[config.mk]
export PLATFORM = sky130hd
export DESIGN_NAME = alu_chain_ctrl_flat
export DESIGN_NICKNAME = d
export VERILOG_FILES = /design/src/rtl/alu_chain_ctrl_if.sv /design/src/rtl/alu_chain_ctrl.sv /design/src/flat_wrapper.sv
export SDC_FILE = /design/constraint.sdc
export NUM_CORES = 1
export LEC_CHECK = 0
export CORE_MARGIN = 5
export CORE_UTILIZATION = 29
export DETAILED_ROUTE_END_ITERATION = 7
export DONT_BUFFER_PORTS = 1
export PLACE_DENSITY = 0.47
export SLEW_MARGIN = 0
export SYNTH_ARGS = -nofsm -noshare
export SYNTH_HDL_FRONTEND = slang
export SYNTH_SLANG_ARGS = --single-unit
export TNS_END_PERCENT = 20
[constraint.sdc]
create_clock -name iClk -period 1.27 [get_ports iClk]
set_input_delay 0.127 -clock iClk [delete_from_list [all_inputs] [get_ports iClk]]
set_output_delay 0.127 -clock iClk [all_outputs]
set_load 0.02 [all_outputs]
[src/rtl/alu_chain_ctrl_if.sv]
// Request/result bundle for alu_chain_ctrl; oOverflow exists only with ALU_CHAIN_OVF_EN.
// Requester side drives iValid/operands; the controller answers with oReady/oResult/flags/oDone.
interface alu_chain_ctrl_if #(
  parameter int WIDTH = 4,
  parameter int WORDS = 2
);
  logic                     iValid;
  logic                     oReady;
  logic [2:0]               iMode;
  logic [WIDTH*WORDS-1:0]   iOpA;
  logic [WIDTH*WORDS-1:0]   iOpB;
  logic                     iCB_in;
  logic [WIDTH*WORDS-1:0]   oResult;
  logic                     oCB_out;
  logic                     oZero;
  logic                     oDone;
`ifdef ALU_CHAIN_OVF_EN
  logic                     oOverflow;

  modport master (
    output iValid, iMode, iOpA, iOpB, iCB_in,
    input  oReady, oResult, oCB_out, oZero, oDone, oOverflow
  );
  modport slave (
    input  iValid, iMode, iOpA, iOpB, iCB_in,
    output oReady, oResult, oCB_out, oZero, oDone, oOverflow
  );
`else
  modport master (
    output iValid, iMode, iOpA, iOpB, iCB_in,
    input  oReady, oResult, oCB_out, oZero, oDone
  );
  modport slave (
    input  iValid, iMode, iOpA, iOpB, iCB_in,
    output oReady, oResult, oCB_out, oZero, oDone
  );
`endif
endinterface

[src/rtl/alu_chain_ctrl.sv]
// Sequences one wide op through a WIDTH-bit ALU, LSW first; oDone WORDS+1 cycles after accept.
// oReady only in IDLE, requests during RUN/DONE are dropped; ALU_CHAIN_OVF_EN adds oOverflow.
module alu_chain_ctrl #(
  parameter int WIDTH = 4,
  parameter int WORDS = 2
) (
  input  logic             iClk,
  input  logic             iRst,
  alu_chain_ctrl_if.slave  bus,
  output logic [WIDTH-1:0] oAluA,
  output logic [WIDTH-1:0] oAluB,
  output logic             oAluCB,
  output logic [2:0]       oAluMode,
  input  logic [WIDTH-1:0] iAluResult,
  input  logic             iAluCB
);

  localparam int TOT  = WIDTH * WORDS;
  localparam int IDXW = (WORDS > 1) ? $clog2(WORDS) : 1;
  localparam logic [IDXW-1:0] LAST_IDX = IDXW'(WORDS - 1);

  localparam logic [2:0] M_ADD = 3'b000;
  localparam logic [2:0] M_SUB = 3'b001;
  localparam logic [2:0] M_NOT = 3'b101;
  localparam logic [2:0] M_INC = 3'b110;
  localparam logic [2:0] M_DEC = 3'b111;

  typedef enum logic [1:0] {S_IDLE, S_RUN, S_DONE} state_t;

  state_t           state_q, state_d;
  logic [TOT-1:0]   a_q, a_d;
  logic [TOT-1:0]   b_q, b_d;
  logic [TOT-1:0]   res_q, res_d;
  logic [2:0]       mode_q, mode_d;
  logic             chain_q, chain_d;
  logic [IDXW-1:0]  idx_q, idx_d;
  logic             cb_q, cb_d;
  logic             zero_q, zero_d;
`ifdef ALU_CHAIN_OVF_EN
  logic             ovf_q, ovf_d;
`endif

  logic [WIDTH-1:0] a_word, b_word;
  logic             arith;

  // mode_q only ever holds add or sub for the carry-chained operations
  assign arith = (mode_q == M_ADD) || (mode_q == M_SUB);

  always_comb begin
    a_word = '0;
    b_word = '0;
    for (int w = 0; w < WORDS; w++) begin
      if (idx_q == IDXW'(w)) begin
        a_word = a_q[w*WIDTH +: WIDTH];
        b_word = b_q[w*WIDTH +: WIDTH];
      end
    end
  end

  always_ff @(posedge iClk) begin
    if (iRst) begin
      state_q <= S_IDLE;
      a_q     <= '0;
      b_q     <= '0;
      res_q   <= '0;
      mode_q  <= '0;
      chain_q <= 1'b0;
      idx_q   <= '0;
      cb_q    <= 1'b0;
      zero_q  <= 1'b0;
`ifdef ALU_CHAIN_OVF_EN
      ovf_q   <= 1'b0;
`endif
    end else begin
      state_q <= state_d;
      a_q     <= a_d;
      b_q     <= b_d;
      res_q   <= res_d;
      mode_q  <= mode_d;
      chain_q <= chain_d;
      idx_q   <= idx_d;
      cb_q    <= cb_d;
      zero_q  <= zero_d;
`ifdef ALU_CHAIN_OVF_EN
      ovf_q   <= ovf_d;
`endif
    end
  end

  always_comb begin
    state_d  = state_q;
    a_d      = a_q;
    b_d      = b_q;
    res_d    = res_q;
    mode_d   = mode_q;
    chain_d  = chain_q;
    idx_d    = idx_q;
    cb_d     = cb_q;
    zero_d   = zero_q;
`ifdef ALU_CHAIN_OVF_EN
    ovf_d    = ovf_q;
`endif
    oAluA    = '0;
    oAluB    = '0;
    oAluCB   = 1'b0;
    oAluMode = '0;

    case (state_q)
      S_IDLE: begin
        if (bus.iValid) begin
          a_d     = bus.iOpA;
          idx_d   = '0;
          state_d = S_RUN;
          // inc/dec become add/sub of zero with a forced first carry/borrow
          case (bus.iMode)
            M_INC: begin
              mode_d  = M_ADD;
              b_d     = '0;
              chain_d = 1'b1;
            end
            M_DEC: begin
              mode_d  = M_SUB;
              b_d     = '0;
              chain_d = 1'b1;
            end
            M_NOT: begin
              mode_d  = M_NOT;
              b_d     = '0;
              chain_d = 1'b0;
            end
            M_ADD, M_SUB: begin
              mode_d  = bus.iMode;
              b_d     = bus.iOpB;
              chain_d = bus.iCB_in;
            end
            default: begin
              mode_d  = bus.iMode;
              b_d     = bus.iOpB;
              chain_d = 1'b0;
            end
          endcase
        end
      end

      S_RUN: begin
        oAluA    = a_word;
        oAluB    = b_word;
        oAluCB   = arith & chain_q;
        oAluMode = mode_q;
        for (int w = 0; w < WORDS; w++) begin
          if (idx_q == IDXW'(w)) begin
            res_d[w*WIDTH +: WIDTH] = iAluResult;
          end
        end
        chain_d = arith & iAluCB;
        idx_d   = idx_q + IDXW'(1);
        if (idx_q == LAST_IDX) begin
          idx_d   = '0;
          state_d = S_DONE;
          cb_d    = arith & iAluCB;
          zero_d  = (res_d == '0);
`ifdef ALU_CHAIN_OVF_EN
          // sign bits of the full operands live in the last word
          if (mode_q == M_ADD) begin
            ovf_d = (a_q[TOT-1] == b_q[TOT-1]) && (iAluResult[WIDTH-1] != a_q[TOT-1]);
          end else if (mode_q == M_SUB) begin
            ovf_d = (a_q[TOT-1] != b_q[TOT-1]) && (iAluResult[WIDTH-1] != a_q[TOT-1]);
          end else begin
            ovf_d = 1'b0;
          end
`endif
        end
      end

      S_DONE: begin
        state_d = S_IDLE;
      end

      default: begin
        state_d = S_IDLE;
      end
    endcase
  end

  assign bus.oReady  = (state_q == S_IDLE);
  assign bus.oDone   = (state_q == S_DONE);
  assign bus.oResult = res_q;
  assign bus.oCB_out = cb_q;
  assign bus.oZero   = zero_q;
`ifdef ALU_CHAIN_OVF_EN
  assign bus.oOverflow = ovf_q;
`endif

endmodule

[src/flat_wrapper.sv]
// flat-port wrapper written by rule: the top's interface ports become plain ports
module alu_chain_ctrl_flat 
#(
  parameter int WIDTH = 4,
  parameter int WORDS = 2
)
  (iClk, iRst, oAluA, oAluB, oAluCB, oAluMode, iAluResult, iAluCB, bus_iValid, bus_iMode, bus_iOpA, bus_iOpB, bus_iCB_in, bus_oReady, bus_oResult, bus_oCB_out, bus_oZero, bus_oDone);
  alu_chain_ctrl_if #(.WIDTH(WIDTH), .WORDS(WORDS)) bus_i ();
  input  logic iClk;
  input  logic iRst;
  output logic [WIDTH-1:0] oAluA;
  output logic [WIDTH-1:0] oAluB;
  output logic oAluCB;
  output logic [2:0] oAluMode;
  input  logic [WIDTH-1:0] iAluResult;
  input  logic iAluCB;
  input wire logic [$bits(bus_i.iValid)-1:0] bus_iValid;
  input wire logic [$bits(bus_i.iMode)-1:0] bus_iMode;
  input wire logic [$bits(bus_i.iOpA)-1:0] bus_iOpA;
  input wire logic [$bits(bus_i.iOpB)-1:0] bus_iOpB;
  input wire logic [$bits(bus_i.iCB_in)-1:0] bus_iCB_in;
  output wire logic [$bits(bus_i.oReady)-1:0] bus_oReady;
  output wire logic [$bits(bus_i.oResult)-1:0] bus_oResult;
  output wire logic [$bits(bus_i.oCB_out)-1:0] bus_oCB_out;
  output wire logic [$bits(bus_i.oZero)-1:0] bus_oZero;
  output wire logic [$bits(bus_i.oDone)-1:0] bus_oDone;
  assign bus_i.iValid = bus_iValid;
  assign bus_i.iMode = bus_iMode;
  assign bus_i.iOpA = bus_iOpA;
  assign bus_i.iOpB = bus_iOpB;
  assign bus_i.iCB_in = bus_iCB_in;
  assign bus_oReady = bus_i.oReady;
  assign bus_oResult = bus_i.oResult;
  assign bus_oCB_out = bus_i.oCB_out;
  assign bus_oZero = bus_i.oZero;
  assign bus_oDone = bus_i.oDone;
  alu_chain_ctrl #(.WIDTH(WIDTH), .WORDS(WORDS)) u_core (.iClk(iClk), .iRst(iRst), .bus(bus_i), .oAluA(oAluA), .oAluB(oAluB), .oAluCB(oAluCB), .oAluMode(oAluMode), .iAluResult(iAluResult), .iAluCB(iAluCB));
endmodule
==> flow_metrics.env, run 1 <==
export IMPL_outcome="finished with violations"
export IMPL_violations="setup timing"
export IMPL_synthTopCellsByArea="dfxtp_1, a21oi_1, nand2_1"
export IMPL_cellPowerDensity_nw_per_um2=1130
export IMPL_yosysTopAreaCell="dfxtp_1"
export IMPL_p_sw_frac=0.276
export IMPL_grt_ovfl_total=0
export IMPL_cp_end_kind="output pin"
export IMPL_avgRoutedWirePerCell_um=13.8
export IMPL_drv_slew=0
export IMPL_synth_flop_cell="dfxtp_1"
export IMPL_wirelength_um=3870
export IMPL_ctsRootBufferMaster="clkbuf_8"
export IMPL_syn_to_final_growth_pct=46.6
export IMPL_core_um2=4720
export IMPL_seqPwrFrac=0.486
export IMPL_die_h_um=79.8
export IMPL_dr_pass1_iters=6
export IMPL_critPathMaxFanout=5
export IMPL_cts_sinks=33
export IMPL_place_hpwl_um=2640
export IMPL_postLayoutCoreUtil=0.439
export IMPL_die_w_um=79.8
export IMPL_rsz0062_at_grt="true"
export IMPL_worst_slack_ps=-42.6
export IMPL_clock_fmax_mhz=762
export IMPL_grt_pass1_wl_um=6200
export IMPL_initial_utilization=0.299
export IMPL_grt_max_degree=34
export IMPL_ant_nets=0
export IMPL_required_ps=1140
export IMPL_path_class="reg2out"
export IMPL_nets=240
export IMPL_synth_warnings=0
export IMPL_antenna_found_initial=0
export IMPL_drt_iter0_markers=39
export IMPL_ys_types=26
export IMPL_drive_above_1_share=0.286
export IMPL_hold_viol=0
export IMPL_ios=52
export IMPL_setup_viol=8
export IMPL_syn_avg_cell_area_um2=8.32
export IMPL_port_buffers=0
export IMPL_p_sw_w=0.000649
export IMPL_viasPerCell=4.73
export IMPL_min_period_ps=1310
export IMPL_internal_power_w=0.00170
export IMPL_critPathLaunchType="register"
export IMPL_synthTopCellsByCount="nand2_1, dfxtp_1, a21oi_1"
export IMPL_gp_congestion=0.711
export IMPL_synth_cells=170
export IMPL_ys_ff_latch=33
export IMPL_irDropWorstVdd_v=0.000668
export IMPL_hp_class="in2reg"
export IMPL_routed_via_count=1323
export IMPL_hold_ws_ps=14.9
export IMPL_cp_arrival_ps=1190
export IMPL_dieArea_um2=6370
export IMPL_grt_use_total=0.128
export IMPL_cts_buffers=5
export IMPL_power_frac_comb=0.194
export IMPL_diodes=0
export IMPL_synth_nets=198
export IMPL_cts_tree="done"
export IMPL_fin_worst_skew_ps=7.38
export IMPL_slew_headroom=0.682
export IMPL_synthArstFlopShare=0
export IMPL_yosysMostFrequentCell="nand2_1"
export IMPL_clk_latency_ps=280
export IMPL_yosysSeqAreaShare=0.467
export IMPL_route_detailed_drc=0
export IMPL_htree_levels=2
export IMPL_p_leak_nw=0.803
export IMPL_synth_top_area_frac=0.467
export IMPL_core_rowCount=25
export IMPL_synth_edf_count=0
export IMPL_tightest_slew_ps=474
export IMPL_clock_path_buffers=2
export IMPL_syn_area_um2=1410
export IMPL_max_cap_violations=0
export IMPL_pwr_share_clk=0.320
export IMPL_fin_crit_sh=1.03
export IMPL_grt_pass1_vias=1355
export IMPL_clk_pin_slew_ps=60
repair_timing:
item                       CTS  global route
gates resized for setup     27            17
pin swaps                    0             4
hold buffers                21             1
hold endpoints to repair    33             1
setup buffers                5             1
setup endpoints to repair   13            31
state kept, by name, summed over array words and instances (netlist names):
name	flops
u_core.bus.oCB_out	1
u_core.chain_q	1
u_core.mode_q	3
u_core.bus.oResult	8
u_core.idx_q	1
u_core.bus.oZero	1
u_core.a_q	8
u_core.state_q	2
u_core.b_q	8
final timing paths:
check,from,endpoint,slack (ps),cells after the start
setup / recovery,u_core.idx_q$_SDFFE_PP0P_,oAluA[2],-40,4
hold / removal,bus_iMode[2],u_core.mode_q[2]$_SDFFE_PP0P_,10,2
setup reg to reg,u_core.state_q[0]$_SDFFE_PP0P_,u_core.chain_q$_SDFFE_PP0P_,40,3
hold reg to reg,u_core.mode_q[0]$_SDFFE_PP0P_,u_core.mode_q[0]$_SDFFE_PP0P_,460,2
per-layer routing:
layer	routed length [um]	global-route usage	up-vias
met3	312	0.0632	6
met5	0	0	-
li1	-	-	667
met4	47	0.0456	0
met1	1630	0.132	606
met2	1880	0.221	44
cell usage in the layout (no fill, tap or decap), types with 3 or more instances in the layout:
| cell | netlist | routed |
|---|---|---|
| clkbuf_8 | 0 | 5 |
| buf_6 | 2 | 11 |
| nand3_1 | 11 | 11 |
| a21oi_1 | 26 | 24 |
| and2_4 | 0 | 3 |
| a21oi_2 | 1 | 3 |
| o21ai_0 | 5 | 5 |
| mux2i_1 | 12 | 8 |
| nor2_1 | 15 | 7 |
| dlygate4sd3_1 | 0 | 21 |
| nand2_1 | 34 | 34 |
| buf_4 | 1 | 12 |
| nor2_2 | 0 | 8 |
| mux2i_2 | 0 | 4 |
| dfxtp_1 | 33 | 30 |
cell type report:
class                           count  area [um^2]
Fill cell                         465         2650
Multi-Input combinational cell    126          776
Sequential cell                    33          667
Timing Repair Buffer               46          464
Tap cell                           67         83.8
Clock buffer                        6         72.6
Clock inverter                      2         10.0
critical path, stage by stage (launching register included):
cell	delay (ps)
dfxtp_2	350
buf_6	140
mux2i_2	240
nor2_2	60
buf_6	130
metrics by stage:
step                      power [W]  cell area [um^2]  worst slack, ps  TNS (ps)  instances
after detailed placement    0.00146              1580             60.8         0        244
final                       0.00235              2070            -42.6      -201        280
after global routing        0.00248              2070             -111      -906        280
after global placement      0.00145              1580             88.5         0        244
after CTS                   0.00233              1990            -34.8      -333        278
after floorplan             0.00139              1410             60.7         0        170
cell families (layout without fill, tap and decap cells):
logic type,Yosys count,count (layout),share of synthesized area
buf+inv,11,54,0.0460
mux,12,12,0.0850
flops,33,33,0.467
simple gates,80,80,0.278
compound gates,34,34,0.124
power by group through the flow:
stage                     Clock (W)  Combinational (W)  Sequential [W]
final                      0.000753           0.000455         0.00114
after global routing       0.000838           0.000495         0.00115
after global placement            0           0.000300         0.00115
after floorplan                   0           0.000231         0.00116
after detailed placement          0           0.000306         0.00115
after CTS                  0.000778           0.000421         0.00113
Power figures use the tool's default switching activity.
==> run 2, diff against run 1 <==
- CORE_MARGIN: 5 -> 10
==> flow_metrics.env, run 2 (synthesized netlist as in run 1, its figures left out) <==
export IMPL_p_leak_nw=0.808
export IMPL_viasPerCell=4.88
export IMPL_rsz0062_at_grt="true"
export IMPL_irDropWorstVdd_v=0.000704
export IMPL_gp_congestion=0.777
export IMPL_critPathLaunchType="register"
export IMPL_worst_slack_ps=-59.0
export IMPL_wirelength_um=4250
export IMPL_violations="setup timing"
export IMPL_die_w_um=89.8
export IMPL_required_ps=1140
export IMPL_ctsRootBufferMaster="clkbuf_8"
export IMPL_worstHoldStart="bus_iOpB[5]"
export IMPL_dieArea_um2=8070
export IMPL_totalPowerFinal_w=0.00248
export IMPL_grt_use_met2=0.167
export IMPL_min_period_ps=1330
export IMPL_port_buffers=0
export IMPL_drt_iter0_markers=73
export IMPL_hold_viol=0
export IMPL_reg2reg_to="u_core.chain_q$_SDFFE_PP0P_"
export IMPL_syn_to_final_growth_pct=48.9
export IMPL_fin_worst_skew_ps=8.04
export IMPL_cts_tree="done"
export IMPL_rrSetupSlack_ps=60
export IMPL_min_path_cells=2
export IMPL_path_class="reg2out"
export IMPL_outcome="finished with violations"
export IMPL_clock_path_buffers=2
export IMPL_grt_pass1_vias=1407
export IMPL_ios=52
export IMPL_holdPathEnd="u_core.b_q[5]$_SDFFE_PP0P_"
export IMPL_antenna_found_initial=1
export IMPL_stdcell_area_um2=2110
export IMPL_cellPowerDensity_nw_per_um2=1180
export IMPL_routed_via_count=1362
export IMPL_drv_slew=0
export IMPL_cts_buffers=5
export IMPL_max_cap_violations=0
export IMPL_tns_ps=-334
export IMPL_ant_nets=0
export IMPL_tightest_slew_ps=488
export IMPL_drive_above_1_share=0.289
export IMPL_die_h_um=89.8
export IMPL_grt_busiest_layer="met2"
export IMPL_core_um2=4720
export IMPL_dp_cells=244
export IMPL_cp_end_kind="output pin"
export IMPL_grt_pass1_wl_um=6920
export IMPL_grt_max_degree=34
export IMPL_clk_latency_ps=290
export IMPL_cts_sinks=33
export IMPL_setup_viol=9
export IMPL_core_rowCount=25
export IMPL_route_detailed_drc=0
export IMPL_nets=238
export IMPL_use_met1=0.114
export IMPL_timing_rr_start="u_core.state_q[0]$_SDFFE_PP0P_"
export IMPL_use_met3=0.0657
export IMPL_clock_fmax_mhz=752
export IMPL_place_hpwl_um=2890
export IMPL_fin_cells=279
export IMPL_avgRoutedWirePerCell_um=15.2
export IMPL_hold_ws_ps=7.23
export IMPL_clk_pin_slew_ps=60
export IMPL_layout_common_cells="nand2_1, dfxtp_1, a21oi_1"
export IMPL_grt_use_total=0.106
export IMPL_critPathMaxFanout=5
export IMPL_hp_class="in2reg"
export IMPL_post_dp_cell_area_um2=1580
export IMPL_reg2reg_depth=3
export IMPL_initial_utilization=0.299
export IMPL_layout_commonest_cell="nand2_1"
export IMPL_grt_ovfl_total=0
export IMPL_htree_levels=2
export IMPL_cp_arrival_ps=1200
export IMPL_dr_pass1_iters=5
export IMPL_slew_headroom=0.672
export IMPL_fin_crit_sh=1.05
-- run 2: cell count changes in the layout (fill, tap and decap cells not counted), moves of 2 or more --
cell and change:
mux2i_4 +3, mux2i_2 -3, clkbuf_8 +2, dlygate4sd3_1 -2
-- run 2: timing repair --
item / CTS / global route
pin swaps: 0 / 7
gates resized for setup: 33 / 16
hold endpoints to repair: 33 / 0
hold buffers: 20 / 0
endpoints found under the setup margin: 13 / 28
buffers inserted: 6 / 0
-- run 2: worst max-delay path: stages, from the launching register on --
cell and delay, ps:
dfxtp_2 350, buf_8 150, mux2i_4 250, nor2_4 50, buf_6 120
-- run 2: worst max path at each step --
stage,startpoint,endpoint,slack (ps),depth (start not counted)
floorplan,u_core.idx_q$_SDFFE_PP0P_,oAluA[0],60,4
global placement,u_core.state_q[0]$_SDFFE_PP0P_,u_core.chain_q$_SDFFE_PP0P_,90,3
detailed placement,u_core.state_q[0]$_SDFFE_PP0P_,u_core.chain_q$_SDFFE_PP0P_,60,3
CTS,u_core.idx_q$_SDFFE_PP0P_,oAluB[2],-40,4
global route,u_core.idx_q$_SDFFE_PP0P_,oAluB[0],-120,4
finish,u_core.idx_q$_SDFFE_PP0P_,oAluB[2],-60,4
-- run 2: routing by layer --
metal  part of all wire  routed length [um]  vias up
met5                  0                   0        -
met4              0.016                  70        0
met3              0.091                 385        6
met2               0.49                2090       46
met1               0.40                1710      649
li1                   -                   -      661
-- run 2: through the flow --
stage / worst slack (ps) / util
after CTS: -37.8 / 0.430
after global routing: -119 / 0.446
after floorplan: 60.7 / -
after detailed placement: 60.9 / 0.335
final: -59.0 / 0.446
after global placement: 93.9 / 0.335
-- run 2: where the power goes --
group          total [W]  switching (W)  internal, W
Combinational   0.000466       0.000234     0.000232
Clock           0.000874       0.000385     0.000490
Sequential       0.00114      0.0000515      0.00109
Total            0.00248       0.000670      0.00181
-- run 2: area by class of cell --
type / count / area (um^2)
Fill cell: 478 / 2620
Multi-Input combinational cell: 126 / 803
Sequential cell: 33 / 667
Timing Repair Buffer: 44 / 448
Clock buffer: 7 / 96.3
Tap cell: 67 / 83.8
Clock inverter: 1 / 5.00
Antenna cell: 1 / 2.50
